`src/rtl/param_bin_search.sv`:
```
// Fixed-latency binary search over a sorted, flattened array.
// Performs lower-bound search; exact-match mode just tightens the found flag.
module param_bin_search #(
    parameter int W   = 8,
    parameter int N   = 8,
    parameter int SGN = 0
) (
    input  logic                    clk,
    input  logic                    rst,
    input  logic [N*W-1:0]          data,
    input  logic                    en,
    input  logic [W-1:0]            key,
    input  logic                    mode,
    output logic [$clog2(N):0]      idx,
    output logic                    found,
    output logic                    rdy,
    output logic                    valid
);
    localparam int IDXW = $clog2(N);
    localparam int CW   = $clog2(IDXW + 2);
    localparam logic [CW-1:0]   STEPS = CW'(IDXW + 1);
    localparam logic [IDXW:0]   N_POS = (IDXW + 1)'(N);

    typedef enum logic [1:0] {IDLE, SEARCH, DONE} state_t;

    state_t               state_reg, state_next;
    logic [N*W-1:0]       data_reg;
    logic [W-1:0]         key_reg;
    logic                 mode_reg;
    logic [IDXW:0]        lo_reg, lo_next;
    logic [IDXW:0]        hi_reg, hi_next;
    logic [IDXW:0]        idx_reg, idx_next;
    logic                 found_reg, found_next;
    logic [CW-1:0]        cnt_reg, cnt_next;
    logic                 load;

    logic [W-1:0]         elem [N];
    logic [IDXW+1:0]      sum;
    logic [IDXW:0]        mid;
    logic [W-1:0]         mid_elem;
    logic [W-1:0]         lo_elem;
    logic                 mid_lt;
    logic                 lo_in;
    logic                 unused_bits;

    // Element 0 is the most significant slice of the flattened bus.
    generate
        for (genvar gi = 0; gi < N; gi++) begin : g_elem
            assign elem[gi] = data_reg[(N-1-gi)*W +: W];
        end
    endgenerate

    // One extra bit keeps lo+hi from wrapping when hi == N.
    assign sum         = {1'b0, lo_reg} + {1'b0, hi_reg};
    assign mid         = sum[IDXW+1:1];
    assign unused_bits = sum[0];
    assign mid_elem    = elem[mid[IDXW-1:0]];
    assign lo_elem     = elem[lo_reg[IDXW-1:0]];
    assign lo_in       = (lo_reg < N_POS);

    generate
        if (SGN != 0) begin : g_signed
            assign mid_lt = $signed(mid_elem) < $signed(key_reg);
        end else begin : g_unsigned
            assign mid_lt = mid_elem < key_reg;
        end
    endgenerate

    assign rdy   = (state_reg == IDLE) || (state_reg == DONE);
    assign valid = (state_reg == DONE);
    assign idx   = idx_reg;
    assign found = found_reg;

    always_ff @(posedge clk or posedge rst) begin
        if (rst) begin
            state_reg <= IDLE;
            lo_reg    <= '0;
            hi_reg    <= '0;
            cnt_reg   <= '0;
            idx_reg   <= '0;
            found_reg <= 1'b0;
        end else begin
            state_reg <= state_next;
            lo_reg    <= lo_next;
            hi_reg    <= hi_next;
            cnt_reg   <= cnt_next;
            idx_reg   <= idx_next;
            found_reg <= found_next;
        end
    end

    // Operands only change on an accepted request.
    always_ff @(posedge clk or posedge rst) begin
        if (rst) begin
            data_reg <= '0;
            key_reg  <= '0;
            mode_reg <= 1'b0;
        end else if (load) begin
            data_reg <= data;
            key_reg  <= key;
            mode_reg <= mode;
        end
    end

    always_comb begin
        state_next = state_reg;
        lo_next    = lo_reg;
        hi_next    = hi_reg;
        cnt_next   = cnt_reg;
        idx_next   = idx_reg;
        found_next = found_reg;
        load       = 1'b0;
        case (state_reg)
            IDLE, DONE: begin
                if (en) begin
                    load       = 1'b1;
                    lo_next    = '0;
                    hi_next    = N_POS;
                    cnt_next   = '0;
                    state_next = SEARCH;
                end else begin
                    state_next = IDLE;
                end
            end
            SEARCH: begin
                if (cnt_reg == STEPS) begin
                    state_next = DONE;
                    idx_next   = lo_reg;
                    found_next = lo_in && (mode_reg || (lo_elem == key_reg));
                end else begin
                    cnt_next = cnt_reg + CW'(1);
                    // Narrowing stops once lo meets hi; remaining steps idle.
                    if (lo_reg < hi_reg) begin
                        if (mid_lt) begin
                            lo_next = mid + (IDXW + 1)'(1);
                        end else begin
                            hi_next = mid;
                        end
                    end
                end
            end
            default: state_next = IDLE;
        endcase
    end
endmodule

```
`config.mk`:
```
export PLATFORM = sky130hd
export DESIGN_NAME = param_bin_search
export DESIGN_NICKNAME = d
export VERILOG_FILES = /design/src/rtl/param_bin_search.sv
export SDC_FILE = /design/constraint.sdc
export NUM_CORES = 1
export LEC_CHECK = 0
export CORE_ASPECT_RATIO = 1.75
export CORE_MARGIN = 4
export CORE_UTILIZATION = 35
export DETAILED_ROUTE_END_ITERATION = 8
export SLEW_MARGIN = 20
export SYNTH_ARGS = -nofsm -noshare
export SYNTH_HDL_FRONTEND = slang
export SYNTH_SLANG_ARGS = --single-unit
```
`constraint.sdc`:
```
create_clock -name clk -period 4.7 [get_ports clk]
set_clock_uncertainty 0.2 [all_clocks]
set_input_delay 1.41 -clock clk [delete_from_list [all_inputs] [get_ports clk]]
set_output_delay 1.41 -clock clk [all_outputs]
set_load 0.05 [all_outputs]
```
==> impl.org, run 1 <==
** Global route
- Number of antenna violations at the first check in global routing :: 0
- The first global-routing pass estimated roughly 21,000 µm of wire.
- Overall track demand over capacity in global routing :: 16.3%
- Largest net degree at the start of global routing :: 83
- Number of global-route vias before repair :: between 4,000 and 5,000
- Summed over all layers, the global routing overflow is 0.

** Timing
- Fin. Hold Viols :: 0
- At the pin with the least slew margin, the transition time is ~0.77 ns.
- Setup repair after global routing missed its margin :: false
- Measured against its own limit, the worst slew margin works out to 48.5%.
- Setup-failing EPs final :: 0
- Derived from the worst setup path, the maximum achievable clock frequency is ~0.23 GHz.
- The number of max-slew violations in the final report was 0.
- The smallest clock period supported by the final layout is computed as between 4 and 5 ns.
- Final period util :: 92.1%
- Total negative slack :: 0 ns

** Finish
- Inserted Diodes :: 0
- The count of cells in the finished layout, fillers not included, comes to approximately 750.
- For this run, the post-layout net count is 660.
- Fraction of layout instances using a drive strength above 1 :: 13.3%
- From synthesis to final layout, the design area changed by 25.6%.
- The register with the most flip-flops in the layout has 64 of them.

** Place
- In this run, placement finished with an instance count of ~730.
- At the end of routability-driven placement, the weighted congestion stood at 0.894.
- Port-buffer cells :: between 80 and 90
- Dpl hpwl :: approximately 9600 µm

** Logic synthesis
- Largest cells by area after synthesis :: sky130_fd_sc_hd__dfrtp_1 46%, sky130_fd_sc_hd__nand2_1 16%, sky130_fd_sc_hd__mux4_2 12%
- In the synthesized netlist the dominant register cell turns out to be sky130_fd_sc_hd__dfrtp_1.
- Yosys printed 0 warnings.
- Area share of fa/ha/maj cells after synthesis :: 4.42%
- Most frequent cell after synthesis :: sky130_fd_sc_hd__nand2_1
- Multiplexer fraction of the synthesized cell area :: 18.4%
- The synthesized design contains 0 enable-type register cells.
- Synthesis handed over a netlist of between 400 and 500 instances.
- Post-Synthesis Mean Instance Area :: roughly 10 µm²
- The synthesized netlist devotes between 5 and 6% of its cell area to compound gates.
- Library cell with the largest summed area after synthesis :: sky130_fd_sc_hd__dfrtp_1
- Summed over its instances, the top area cell type makes up between 40% and 50% of the synthesized netlist area.
- In this run, synthesis produced a sequential element count of 91.
- Proportion of register bits with asynchronous set or reset after synthesis :: 100%
- Syn Std Cell Area :: between 0.004 and 0.005 mm²
- Most common library cells after synthesis :: 213 x sky130_fd_sc_hd__nand2_1, 91 x sky130_fd_sc_hd__dfrtp_1, 27 x sky130_fd_sc_hd__mux4_2
- Unique cell type count in the Yosys netlist :: between 40 and 50
- Portion of the post-synthesis area used by sequential elements :: between 40% and 50%
- Basic-gate share of the synthesized area counting and, or, nand and nor cells :: between 10% and 20%
- The number of nets in the synthesized netlist is approximately 600.
- Main combinational cell family by area after synthesis :: simple AND/OR/NAND/NOR gates
- Summing the areas of all xor and xnor instances in the mapped netlist gives about 2.3% of the synthesized area.

** Detailed routing
- Via/cell ratio :: between 5 and 6
- Number of detailed-route iterations in the first pass :: 4
- Vias after detailed routing :: roughly 3,800
- For this run, design rule violations remaining after detail routing come to 0.
- DRT iter0 DRCs :: around 160
- In this run the remaining antenna-violating nets after routing total 0.
- Final Routed Wirelength :: between 10,000 and 15,000 µm
- Final routed wire length divided by cell count :: approximately 17 µm

** Worst setup path
- STA puts the critical path data arrival time at 4.32 ns.
- Cell chain of the critical path :: and2_1 > fa_1 > buf_4 > mux4_2 > mux2_2 > ha_1 > a211oi_1 > o221a_2 > and2_1 > o311ai_4 > o21ai_0 > a2bb2oi_1
- FF-to-FF setup slack :: ~0.37 ns
- Buffers and inverters on the worst path :: 1
- Reg-to-reg endpoint :: hi_reg[3]$_DFFE_PP0P_
- Critical Setup Path Class :: reg2reg
- Reg-to-reg critical path startpoint :: hi_reg[0]$_DFFE_PP0P_
- The worst setup path is launched from a flip-flop.
- Cell type of the slowest stage on the worst timing path :: sky130_fd_sc_hd__mux4_2
- In this design, the stage delay of the slowest critical-path cell is roughly 0.56 ns.
- On the critical path the largest part of the delay comes from compound AO/OA/AOI/OAI gates.
- The cell that appears most often on the critical path is sky130_fd_sc_hd__and2_1.
- Cell depth of the worst flop-to-flop path :: 12
- The worst setup path is captured at a flip-flop.
- Critical path fanouts, max :: 17
- For the worst setup path, the data required time is 4.70 ns.

** Worst hold path
- Startpoint of the most critical hold path :: found$_DFFE_PP0P_
- Worst min-delay path class :: reg2reg
- For hold timing, the worst endpoint is found$_DFFE_PP0P_.
- Cell depth of the worst hold path :: 2

** Clock network
- Clock-pin slew was measured on the worst setup and hold paths at ~0.060 ns.
- Counting the buffers created by CTS gives 9.
- Cell at the root of the clock tree :: sky130_fd_sc_hd__clkbuf_16
- The clock passes through at most 2 buffers.
- In this run, post-CTS repair resized a total of 0 instances.
- Number of clock sinks :: just over 90
- Post-CTS Setup Bufs :: 0
- In this run, post-CTS hold repair placed 0 buffers.
- H-tree levels :: 3
- The later pin in the worst-skew pair is clocked with a latency of between 0.3 and 0.4 ns.
- CTS tree :: done

** Pwr
- Power density over the cells :: between 700 and 800 mW/mm²
- Leak Pwr :: approximately 2.9 nW
- Maximum vdd ir drop :: about 0.00026 V

** Die
- Placeable Area :: approximately 0.014 mm²
- The floorplan step defined a die boundary enclosing approximately 0.016 mm².
- Row count :: 57
- Io pins :: between 80 and 90
- Initial Util :: 35.9%
- In this run the horizontal extent of the chip is 98.2 µm.
- The die is ~170 µm tall.

** Job
- The tool flagged a number of max-cap violations equal to 0.

** Outcome
- The flow ran to the end, and the final reports show no timing, DRC or antenna violations.
## worst reg2reg max path, delay by kind of cell, from the launching register on
family	cells	cell delay [ns]
AO/OA/AOI/OAI	5	1.29
multiplexers	2	0.84
adder cells (fa/ha/maj)	2	0.78
flip-flops	1	0.41
AND/OR/NAND/NOR	2	0.35
buffers and inverters	1	0.31
## power by group
group | switching (mW) | internal [mW] | leakage, nW | total, mW
clock network | 0.306 | 0.389 | 0.146 | 0.695
registers | 0.317 | 1.16 | 1.13 | 1.47
logic | 1.44 | 1.40 | 1.65 | 2.84
## cells in the final DEF, fill, tap and decap left out, types with 2 or more instances in the layout
| master | count |
|---|---|
| sky130_fd_sc_hd__nand2_1 | 212 |
| sky130_fd_sc_hd__dfrtp_1 | 91 |
| sky130_fd_sc_hd__clkdlybuf4s50_1 | 82 |
| sky130_fd_sc_hd__mux4_2 | 27 |
| sky130_fd_sc_hd__inv_1 | 20 |
| sky130_fd_sc_hd__ha_1 | 16 |
| sky130_fd_sc_hd__o21ai_0 | 11 |
| sky130_fd_sc_hd__mux2_2 | 11 |
| sky130_fd_sc_hd__xnor2_1 | 9 |
| sky130_fd_sc_hd__clkbuf_16 | 9 |
| sky130_fd_sc_hd__mux2i_1 | 8 |
| sky130_fd_sc_hd__a21oi_1 | 7 |
| sky130_fd_sc_hd__buf_4 | 7 |
| sky130_fd_sc_hd__nor2b_1 | 4 |
| sky130_fd_sc_hd__a211oi_1 | 4 |
| sky130_fd_sc_hd__a22o_2 | 4 |
| sky130_fd_sc_hd__mux4_1 | 4 |
| sky130_fd_sc_hd__o31ai_1 | 3 |
| sky130_fd_sc_hd__a2bb2oi_1 | 3 |
| sky130_fd_sc_hd__o2bb2ai_1 | 3 |
| sky130_fd_sc_hd__clkinv_2 | 3 |
| sky130_fd_sc_hd__nand2b_1 | 2 |
| sky130_fd_sc_hd__and2_1 | 2 |
| sky130_fd_sc_hd__nor2_1 | 2 |
| sky130_fd_sc_hd__nand3_1 | 2 |
| sky130_fd_sc_hd__xor2_1 | 2 |
| sky130_fd_sc_hd__nor4_1 | 2 |
| sky130_fd_sc_hd__clkbuf_8 | 2 |
| sky130_fd_sc_hd__clkinv_4 | 2 |
## metrics by stage
step                util, %  hold slack, ns  cell area (µm²)  power, mW  worst slack (ns)
finish                 45.0           0.289             6260       5.01             0.372
global route           45.0           0.314             6260       5.41             0.192
CTS                    45.0           0.292             6260       5.05             0.355
detailed placement     43.0           0.277             5980       4.34             0.356
global placement       43.0           0.275             5980       4.28             0.472
floorplan                 -           0.246             4990       3.62            0.0975
## area by class of cell
type                    count  area, µm²
fillers                  1352       7640
multi-input cells         354       2500
flip-flops and latches     91       2280
repair buffers             90        893
clock buffers              11        253
well taps                 177        221
inverters                  21       80.1
clock inverters             5       36.3
## routing by layer
layer	up-vias	global-route usage, %	part of all wire [%]	routed length [µm]
li1	1802	-	-	-
met1	1891	18.5	38	4860
met2	77	30.4	57	7230
met3	15	2.61	3.3	421
met4	0	5.83	1.9	248
met5	-	0	0	0
## worst max-delay path by stage
stage / slack [ns] / cells past startpoint / start / endpoint
3_3_place_gp: 0.47 / 12 / hi_reg[0]$_DFFE_PP0P_ / hi_reg[3]$_DFFE_PP0P_
5_1_grt: 0.19 / 12 / hi_reg[0]$_DFFE_PP0P_ / hi_reg[3]$_DFFE_PP0P_
3_5_place_dp: 0.36 / 12 / hi_reg[0]$_DFFE_PP0P_ / hi_reg[3]$_DFFE_PP0P_
2_1_floorplan: 0.1 / 15 / lo_reg[0]$_DFFE_PP0P_ / lo_reg[0]$_DFFE_PP0P_
6_report: 0.37 / 12 / hi_reg[0]$_DFFE_PP0P_ / hi_reg[3]$_DFFE_PP0P_
4_1_cts: 0.36 / 12 / hi_reg[0]$_DFFE_PP0P_ / hi_reg[3]$_DFFE_PP0P_
## cells by family (layout without fill, tap and decap cells)
group	Yosys count	in the layout
adder cells (fa/ha/maj)	17	17
flip-flops	91	91
XOR/XNOR	12	12
AO/OA/AOI/OAI	40	40
buffers and inverters	48	127
AND/OR/NAND/NOR	235	235
multiplexers	50	50
Note: power is estimated with default switching activity, not from simulation.
==> run 2: changes to the inputs <==
--- a/config.mk
+++ b/config.mk
@@ -9,6 +9,7 @@
 export CORE_MARGIN = 4
 export CORE_UTILIZATION = 35
 export DETAILED_ROUTE_END_ITERATION = 8
+export DONT_BUFFER_PORTS = 1
 export SLEW_MARGIN = 20
 export SYNTH_ARGS = -nofsm -noshare
 export SYNTH_HDL_FRONTEND = slang
==> run 2 against run 1 <==
Die area is the same. Flip-flop and latch count is the same. Fmax grew 3.5%. Routed wire length shrank 2.9%. Global-route usage shrank 0.60 points. Critical path depth is the same. Highest routed layer unchanged.
==> impl.org, run 2 (same netlist as run 1, synthesis figures left out) <==
** Detailed routing
- Post-route DRC violation count :: 0 (unchanged)
- The topmost layer with routed signal wires was met4 (unchanged).
- The final wirelength is 12,400 µm (was 12,800 µm).
- The routed length on met1 is 4630 µm (was 4860 µm).
- Final routed wire length divided by cell count :: 18.5 µm (was 17.0 µm)
- The post-detailed-route count of antenna-violating nets came to 0 (unchanged).
- The length of the first detailed-routing pass in iterations is 4 (unchanged).
- Vias after detailed routing :: 3,513 (was 3,785)
- The via-per-instance ratio was 5.24 (was 5.05).
- The length of routed met2 wiring was 6830 µm (was 7230 µm).
- Routed length on met3 :: 487 µm (was 421 µm)
- The detailed router's first-iteration violation count came to 230 (was 156).

** Worst setup path
- Endpoint required time on the critical path :: 4.73 ns (was 4.70 ns)
- Critical Setup Path Class :: reg2reg (unchanged)
- The delay of the slowest cell on the worst path was 0.51 ns (was 0.56 ns).
- The worst endpoint data arrival time is 4.21 ns (was 4.32 ns).
- The number of buffers and inverters on the critical path is 0 (was 1).
- Cell chain of the critical path: ha_1 > nor4bb_1 > or4_4 > and2_4 > mux2_2 > ha_1 > a211oi_1 > o221a_2 > and2_1 > o311ai_4 > a32o_2 > a22o_2 (was and2_1 > fa_1 > buf_4 > mux4_2 > mux2_2 > ha_1 > a211oi_1 > o221a_2 > and2_1 > o311ai_4 > o21ai_0 > a2bb2oi_1).
- Crit path launch type :: flip-flop (unchanged)
- The kind of cell with the highest combined delay on the critical path was compound AO/OA/AOI/OAI gates (unchanged).
- The endpoint kind of the worst setup timing path is a flip-flop (unchanged).
- Critical path fanouts, max :: 11 (was 17)
- Dominant cell type by count on the critical path :: sky130_fd_sc_hd__ha_1 (was sky130_fd_sc_hd__and2_1)
- The library cell contributing the largest single delay on the critical path is sky130_fd_sc_hd__dfrtp_1 (was sky130_fd_sc_hd__mux4_2).

** Timing
- Total negative slack :: 0 ns (unchanged)
- Min Clock Period, post-route :: 4.18 ns (was 4.33 ns)
- Worst hold slack after final layout :: 0.298 ns (was 0.289 ns)
- Max frequency :: 0.239 GHz (was 0.231 GHz)
- The ratio of final minimum period to clock period is 89.0% (was 92.1%).
- Setup-failing EPs final :: 0 (unchanged)
- The number of hold violations in the final report is 0 (unchanged).
- Tightest slew margin relative to the limit :: 37.6% (was 48.5%)
- Slew Limit Fails :: 0 (unchanged)
- Setup repair after global routing missed its margin: false (unchanged).
- The transition time of the tightest slew-check pin is 0.934 ns (was 0.772 ns).

** Finish
- Post-route cell area :: 0.00549 mm² (was 0.00626 mm²)
- Inserted Diodes :: 0 (unchanged)
- The final instance count without filler cells came to 670 (was 749).
- Final-stage net count :: 581 (was 660)
- The fraction of layout instances using a drive strength above 1 came to 16.0% (was 13.3%).
- Most used cells in the layout excluding fill and tap cells: 212 x sky130_fd_sc_hd__nand2_1, 91 x sky130_fd_sc_hd__dfrtp_1, 27 x sky130_fd_sc_hd__mux4_2 (was 212 x sky130_fd_sc_hd__nand2_1, 91 x sky130_fd_sc_hd__dfrtp_1, 82 x sky130_fd_sc_hd__clkdlybuf4s50_1).
- The flip-flop count of the largest register after layout came to 64 (unchanged).
- The area added between synthesis and finish was 10.0% (was 25.6%).
- Commonest non-fill, non-tap cell in the layout :: sky130_fd_sc_hd__nand2_1 (unchanged)

** Global route
- The overflow left after global routing was 0 (unchanged).
- Number of antenna violations at the first check in global routing :: 0 (unchanged)
- Number of global-route vias before repair :: 3,759 (was 4,102)
- Largest net degree at the start of global routing :: 60 (was 83)
- The global-route wire length before repair was 20,000 µm (was 21,100 µm).
- Overall track demand over capacity in global routing :: 15.7% (was 16.3%)

** Clock network
- The total clock buffers created by CTS was 9 (unchanged).
- # hold bufs at CTS :: 0 (unchanged)
- H-tree levels :: 3 (unchanged)
- The TritonCTS sink count is 91 (unchanged).
- The clock tree from TritonCTS was done (unchanged).
- The count of buffers added by post-CTS timing repair for setup is 0 (unchanged).
- Clock slew at the register clock pins of the worst setup and hold paths :: 0.06 ns (about the same)
- The clock latency reported for the late side of the worst-skew pair came to 0.35 ns (was 0.34 ns).
- Cell at the root of the clock tree :: sky130_fd_sc_hd__clkbuf_16 (unchanged)
- The maximum clock insertion buffer count came to 2 (unchanged).
- The number of gates resized after CTS was 0 (unchanged).

** Die
- The full die area was 0.0163 mm² (unchanged).
- Placeable Area :: 0.0139 mm² (unchanged)
- Initial Util :: 35.9% (unchanged)
- The die height was 166 µm (unchanged).
- Row count :: 57 (unchanged)
- The number of primary I/O pins was 83 (unchanged).
- Die W :: 98.2 µm (unchanged)

** Pwr
- The static leakage power was 2.63 nW (was 2.93 nW).
- Post-layout total power :: 4.99 mW (was 5.01 mW)
- The areal power density over the cells was 909 mW/mm² (was 799 mW/mm²).
- The maximum ir drop on the vdd rail was 0.000295 V (was 0.000260 V).

** Place
- Dpl hpwl :: 9530 µm (was 9580 µm)
- The post-placement cell count is 654 (was 733).
- The final weighted congestion in routability-driven placement came to 0.972 (was 0.894).
- Total cell area at the placement stage :: 0.00518 mm² (was 0.00598 mm²)
- The count of input and output buffers came to 0 (was 82).

** Outcome
- Run status :: finished clean (unchanged)

** Worst hold path
- Worst min-delay path class :: reg2reg (unchanged)

** Job
- Max-cap violations :: 0 (unchanged)
[run 2: report_power, final]
group	switching (mW)	total, mW	internal [mW]	leakage (nW)
clock network	0.316	0.747	0.431	0.153
registers	0.387	1.54	1.15	1.13
logic	1.35	2.70	1.35	1.35
total	2.05	4.99	2.94	2.63
[run 2: cell type report]
| class | count | area (µm²) |
|---|---|---|
| Tap cell | 177 | 221 |
| Clock buffer | 10 | 239 |
| Clock inverter | 6 | 70.1 |
| Inverter | 21 | 80.1 |
| Multi-Input combinational cell | 354 | 2500 |
| Fill cell | 1347 | 8420 |
| Timing Repair Buffer | 11 | 95.1 |
| Sequential cell | 91 | 2280 |
[run 2: worst paths after layout]
| check | startpoint | to | slack (ns) | cells past startpoint |
|---|---|---|---|---|
| min reg2reg | data_reg[18]$_DFFE_PP0P_ | data_reg[18]$_DFFE_PP0P_ | 0.30 | 2 |
| min | data_reg[18]$_DFFE_PP0P_ | data_reg[18]$_DFFE_PP0P_ | 0.30 | 2 |
| max reg2reg | lo_reg[2]$_DFFE_PP0P_ | lo_reg[0]$_DFFE_PP0P_ | 0.52 | 12 |
| max in group asynchronous | rst | data_reg[48]$_DFFE_PP0P_ | 2.70 | 2 |
| max | lo_reg[2]$_DFFE_PP0P_ | lo_reg[0]$_DFFE_PP0P_ | 0.52 | 12 |
| min in group asynchronous | rst | key_reg[4]$_DFFE_PP0P_ | 0.66 | 1 |
[run 2: metal layers]
metal  global-route usage [%]  vias up
met1                     17.8     1751
met5                        0        -
met2                     28.2       94
met3                     3.15       24
met4                     6.96        0
li1                         -     1644
[run 2: tightest hold or removal path: stages, from the launching register on]
cell and delay [ns]:
sky130_fd_sc_hd__dfrtp_1 0.36, sky130_fd_sc_hd__nand2_1 0.05, sky130_fd_sc_hd__nand2_1 0.06
[run 2: metrics by stage]
| step | util, % | setup WS (ns) |
|---|---|---|
| finish | 39.5 | 0.518 |
| global route | 39.5 | 0.314 |
| CTS | 39.5 | 0.536 |
| detailed placement | 37.2 | 0.563 |
| global placement | 37.2 | 0.624 |
| floorplan | - | 0.0975 |
==> run 3: changes to the inputs <==
--- a/config.mk
+++ b/config.mk
@@ -7,7 +7,7 @@
 export LEC_CHECK = 0
 export CORE_ASPECT_RATIO = 1.75
 export CORE_MARGIN = 4
-export CORE_UTILIZATION = 35
+export CORE_UTILIZATION = 43
 export DETAILED_ROUTE_END_ITERATION = 8
 export DONT_BUFFER_PORTS = 1
 export SLEW_MARGIN = 20
==> run 3 against run 2 <==
Cell count down 6.7%. Critical path depth up 1. Total power up 0.18%. Fmax down 3.6%. Worst setup slack worse by 0.16 ns. Critical path type unchanged.
==> impl.org, run 3 (same netlist as run 1, synthesis figures left out) <==
** Clock network
- The master cell of the clock root buffer is sky130_fd_sc_hd__clkbuf_16 (unchanged).
- Number of clock sinks :: 91 (unchanged)
- H-tree levels :: 3 (unchanged)
- The count of buffers added by post-CTS timing repair for setup is 0 (unchanged).
- The number of gates resized after CTS is 0 (unchanged).
- The clock tree from TritonCTS is done (unchanged).
- Cts bufs inserted :: 9 (unchanged)
- The maximum clock insertion buffer count is 2 (unchanged).
- The hold buffer count at CTS was 0 (unchanged).
- Worst-skew pair later-pin latency :: 0.35 ns (about the same)
- The clock input transition at the sequential cells of the worst setup and hold paths came to 0.06 ns (about the same).

** Worst setup path
- Dominant cell type by count on the critical path :: sky130_fd_sc_hd__and2_1 (was sky130_fd_sc_hd__ha_1)
- Largest delay share family, worst path :: compound AO/OA/AOI/OAI gates (unchanged)
- Critical path arrival :: 4.37 ns (was 4.21 ns)
- Cell chain of the critical path: and2_1 > fa_1 > xnor2_2 > buf_4 > mux4_2 > mux2_2 > ha_1 > a211oi_1 > o221a_2 > and2_1 > o311ai_4 > a32o_2 > a22o_2 (was ha_1 > nor4bb_1 > or4_4 > and2_4 > mux2_2 > ha_1 > a211oi_1 > o221a_2 > and2_1 > o311ai_4 > a32o_2 > a22o_2).
- The endpoint of the worst setup timing path is lo_reg[0]$_DFFE_PP0P_ (unchanged).
- Crit path launch type :: flip-flop (unchanged)
- Cell type of the slowest stage on the worst timing path :: sky130_fd_sc_hd__xnor2_2 (was sky130_fd_sc_hd__dfrtp_1)
- The number of cells traversed by the worst register-to-register path is 13 (was 12).
- The data required time of the worst path is 4.73 ns (about the same).
- Reg-to-reg critical path startpoint :: hi_reg[0]$_DFFE_PP0P_ (was lo_reg[2]$_DFFE_PP0P_)
- The endpoint kind of the worst setup timing path is a flip-flop (unchanged).
- Critical Setup Path Class :: reg2reg (unchanged)
- The minimum setup slack among reg-to-reg paths came to 0.36 ns (was 0.52 ns).
- The path length in cells of the critical path came to 13 (was 12).
- The number of buffers and inverters on the critical path is 1 (was 0).
- The largest fanout on the critical path is 13 (was 11).
- The endpoint of the worst-slack reg-to-reg timing path was lo_reg[0]$_DFFE_PP0P_ (unchanged).
- The delay of the slowest cell on the worst path was 0.65 ns (was 0.51 ns).
- The critical path launch point is hi_reg[0]$_DFFE_PP0P_ (was lo_reg[2]$_DFFE_PP0P_).

** Timing
- Min Clock Period, post-route :: 4.34 ns (was 4.18 ns)
- Total negative slack :: 0 ns (unchanged)
- Max frequency :: 0.230 GHz (was 0.239 GHz)
- Slew of the pin with the lowest slew margin :: 0.928 ns (was 0.934 ns)
- Setup slack after layout :: 0.361 ns (was 0.518 ns)
- The number of hold violations in the final report was 0 (unchanged).
- Setup repair after global routing missed its margin: false (unchanged).
- Setup-failing EPs final :: 0 (unchanged)
- The ratio of final minimum period to clock period is 92.3% (was 89.0%).
- Tightest slew margin relative to the limit :: 38.0% (was 37.6%)
- Slew Limit Fails :: 0 (unchanged)
- Worst hold slack after final layout :: 0.299 ns (was 0.298 ns)

** Die
- Row count :: 51 (was 57)
- Initial Util :: 44.4% (was 35.9%)
- Die H :: 150 µm (was 166 µm)
- The total core area was 0.0112 mm² (was 0.0139 mm²).
- The die span in x came to 89.4 µm (was 98.2 µm).
- Die footprint :: 0.0135 mm² (was 0.0163 mm²)
- Io pins :: 83 (unchanged)

** Global route
- First-pass GRT wire length :: 19,600 µm (was 20,000 µm)
- The total routing resource utilization after global routing came to 19.8% (was 15.7%).
- Number of antenna violations at the first check in global routing :: 0 (unchanged)
- The overflow left after global routing was 0 (unchanged).
- The via count of the first global-routing pass is 3,742 (was 3,759).
- The pin count of the biggest net entering global routing is 54 (was 60).

** Detailed routing
- DRT iter0 DRCs :: 221 (was 230)
- Via/cell ratio :: 5.63 (was 5.24)
- Final routed wire length divided by cell count :: 19.9 µm (was 18.5 µm)
- The DRC violations left came to 0 (unchanged).
- The length of the first detailed-routing pass in iterations is 6 (was 4).
- The post-detailed-route count of antenna-violating nets was 0 (unchanged).
- The vias after detailed routing came to 3,516 (was 3,513).
- The final wirelength is 12,400 µm (about the same).

** Outcome
- Run status: finished clean (unchanged).

** Finish
- Fillers :: 1,088 (was 1,347)
- Final-stage net count :: 581 (unchanged)
- Most used cells in the layout excluding fill and tap cells: 212 x sky130_fd_sc_hd__nand2_1, 91 x sky130_fd_sc_hd__dfrtp_1, 27 x sky130_fd_sc_hd__mux4_2 (unchanged).
- Area taken by flip-flops and latches :: 0.00228 mm² (unchanged)
- The antenna diode count is 0 (unchanged).
- Number of flip-flops in the largest register :: 64 (unchanged)
- Fraction of layout instances using a drive strength above 1 :: 16.0% (unchanged)
- Total area of multi-input combinational cells :: 0.00250 mm² (unchanged)
- Post-route cell area :: 0.00542 mm² (was 0.00549 mm²)
- Commonest non-fill, non-tap cell in the layout :: sky130_fd_sc_hd__nand2_1 (unchanged)
- Area grow syn2layout :: 8.76% (was 10.0%)

** Pwr
- Leak Pwr :: 2.63 nW (about the same)
- Maximum vdd ir drop :: 0.000619 V (was 0.000295 V)
- The areal power density over the cells came to 921 mW/mm² (was 909 mW/mm²).

** Place
- The half-perimeter wire length of the detailed placement result was 9410 µm (was 9530 µm).
- Routability-driven placement congestion ratio :: 0.848 (was 0.972)
- Worst slack, placed :: 0.378 ns (was 0.563 ns)
- The count of input and output buffers was 0 (unchanged).
- The total placed instance area was 0.00511 mm² (was 0.00518 mm²).

** Worst hold path
- The path class of the lowest-slack min-delay path was reg2reg (unchanged).

** Job
- Max-cap violations :: 0 (unchanged)
## run 3: cell count changes in the layout (fill, tap and decap cells not counted)
cell,before,now
sky130_fd_sc_hd__inv_6,2,0
sky130_fd_sc_hd__clkinv_4,2,0
sky130_fd_sc_hd__buf_12,1,0
sky130_fd_sc_hd__clkinvlp_4,0,1
sky130_fd_sc_hd__clkbuf_8,1,3
sky130_fd_sc_hd__buf_4,10,11
sky130_fd_sc_hd__clkinv_2,2,3
## run 3: where the power goes
part	switching (mW)	internal (mW)
clock	0.296	0.454
sequential	0.389	1.16
combinational	1.36	1.34
total	2.05	2.95
## run 3: final cells by class
class                      instances  area share (%)
tap                              132            3.05
multi-input combinational        354            46.2
timing repair buffer              11            1.52
sequential                        91            42.0
clock inverter                     4           0.877
clock buffer                      12            4.91
inverter                          21            1.48
## run 3: stage by stage
stage               cells  total power [mW]  util (%)
global placement      609              4.19      45.5
finish                625              5.00      48.3
detailed placement    609              4.27      45.5
global route          625              5.37      48.3
CTS                   625              5.04      48.3
floorplan             493              3.62         -
## run 3: worst min-delay path by stage
stage / start / to / slack (ns) / depth (start not counted)
final: data_reg[21]$_DFFE_PP0P_ / data_reg[21]$_DFFE_PP0P_ / 0.30 / 2
after global routing: data_reg[38]$_DFFE_PP0P_ / data_reg[38]$_DFFE_PP0P_ / 0.33 / 2
after CTS: data_reg[21]$_DFFE_PP0P_ / data_reg[21]$_DFFE_PP0P_ / 0.30 / 2
after detailed placement: data_reg[30]$_DFFE_PP0P_ / data_reg[30]$_DFFE_PP0P_ / 0.28 / 2
after global placement: data_reg[15]$_DFFE_PP0P_ / data_reg[15]$_DFFE_PP0P_ / 0.28 / 2
after floorplan: mode_reg$_DFFE_PP0P_ / mode_reg$_DFFE_PP0P_ / 0.25 / 2
## run 3: worst min-delay path, cell delays in order, from the launching register on
cell                      delay [ns]
sky130_fd_sc_hd__dfrtp_1        0.36
sky130_fd_sc_hd__nand2_1        0.05
sky130_fd_sc_hd__nand2_1        0.06
## run 3: routing by layer
layer | part of all wire, % | vias up | track usage, % | wire length [µm]
li1 | - | 1645 | - | -
met1 | 37 | 1764 | 22.7 | 4580
met2 | 56 | 83 | 35.3 | 7020
met3 | 3.9 | 24 | 4.00 | 490
met4 | 2.7 | 0 | 7.90 | 333
met5 | 0 | - | 0 | 0
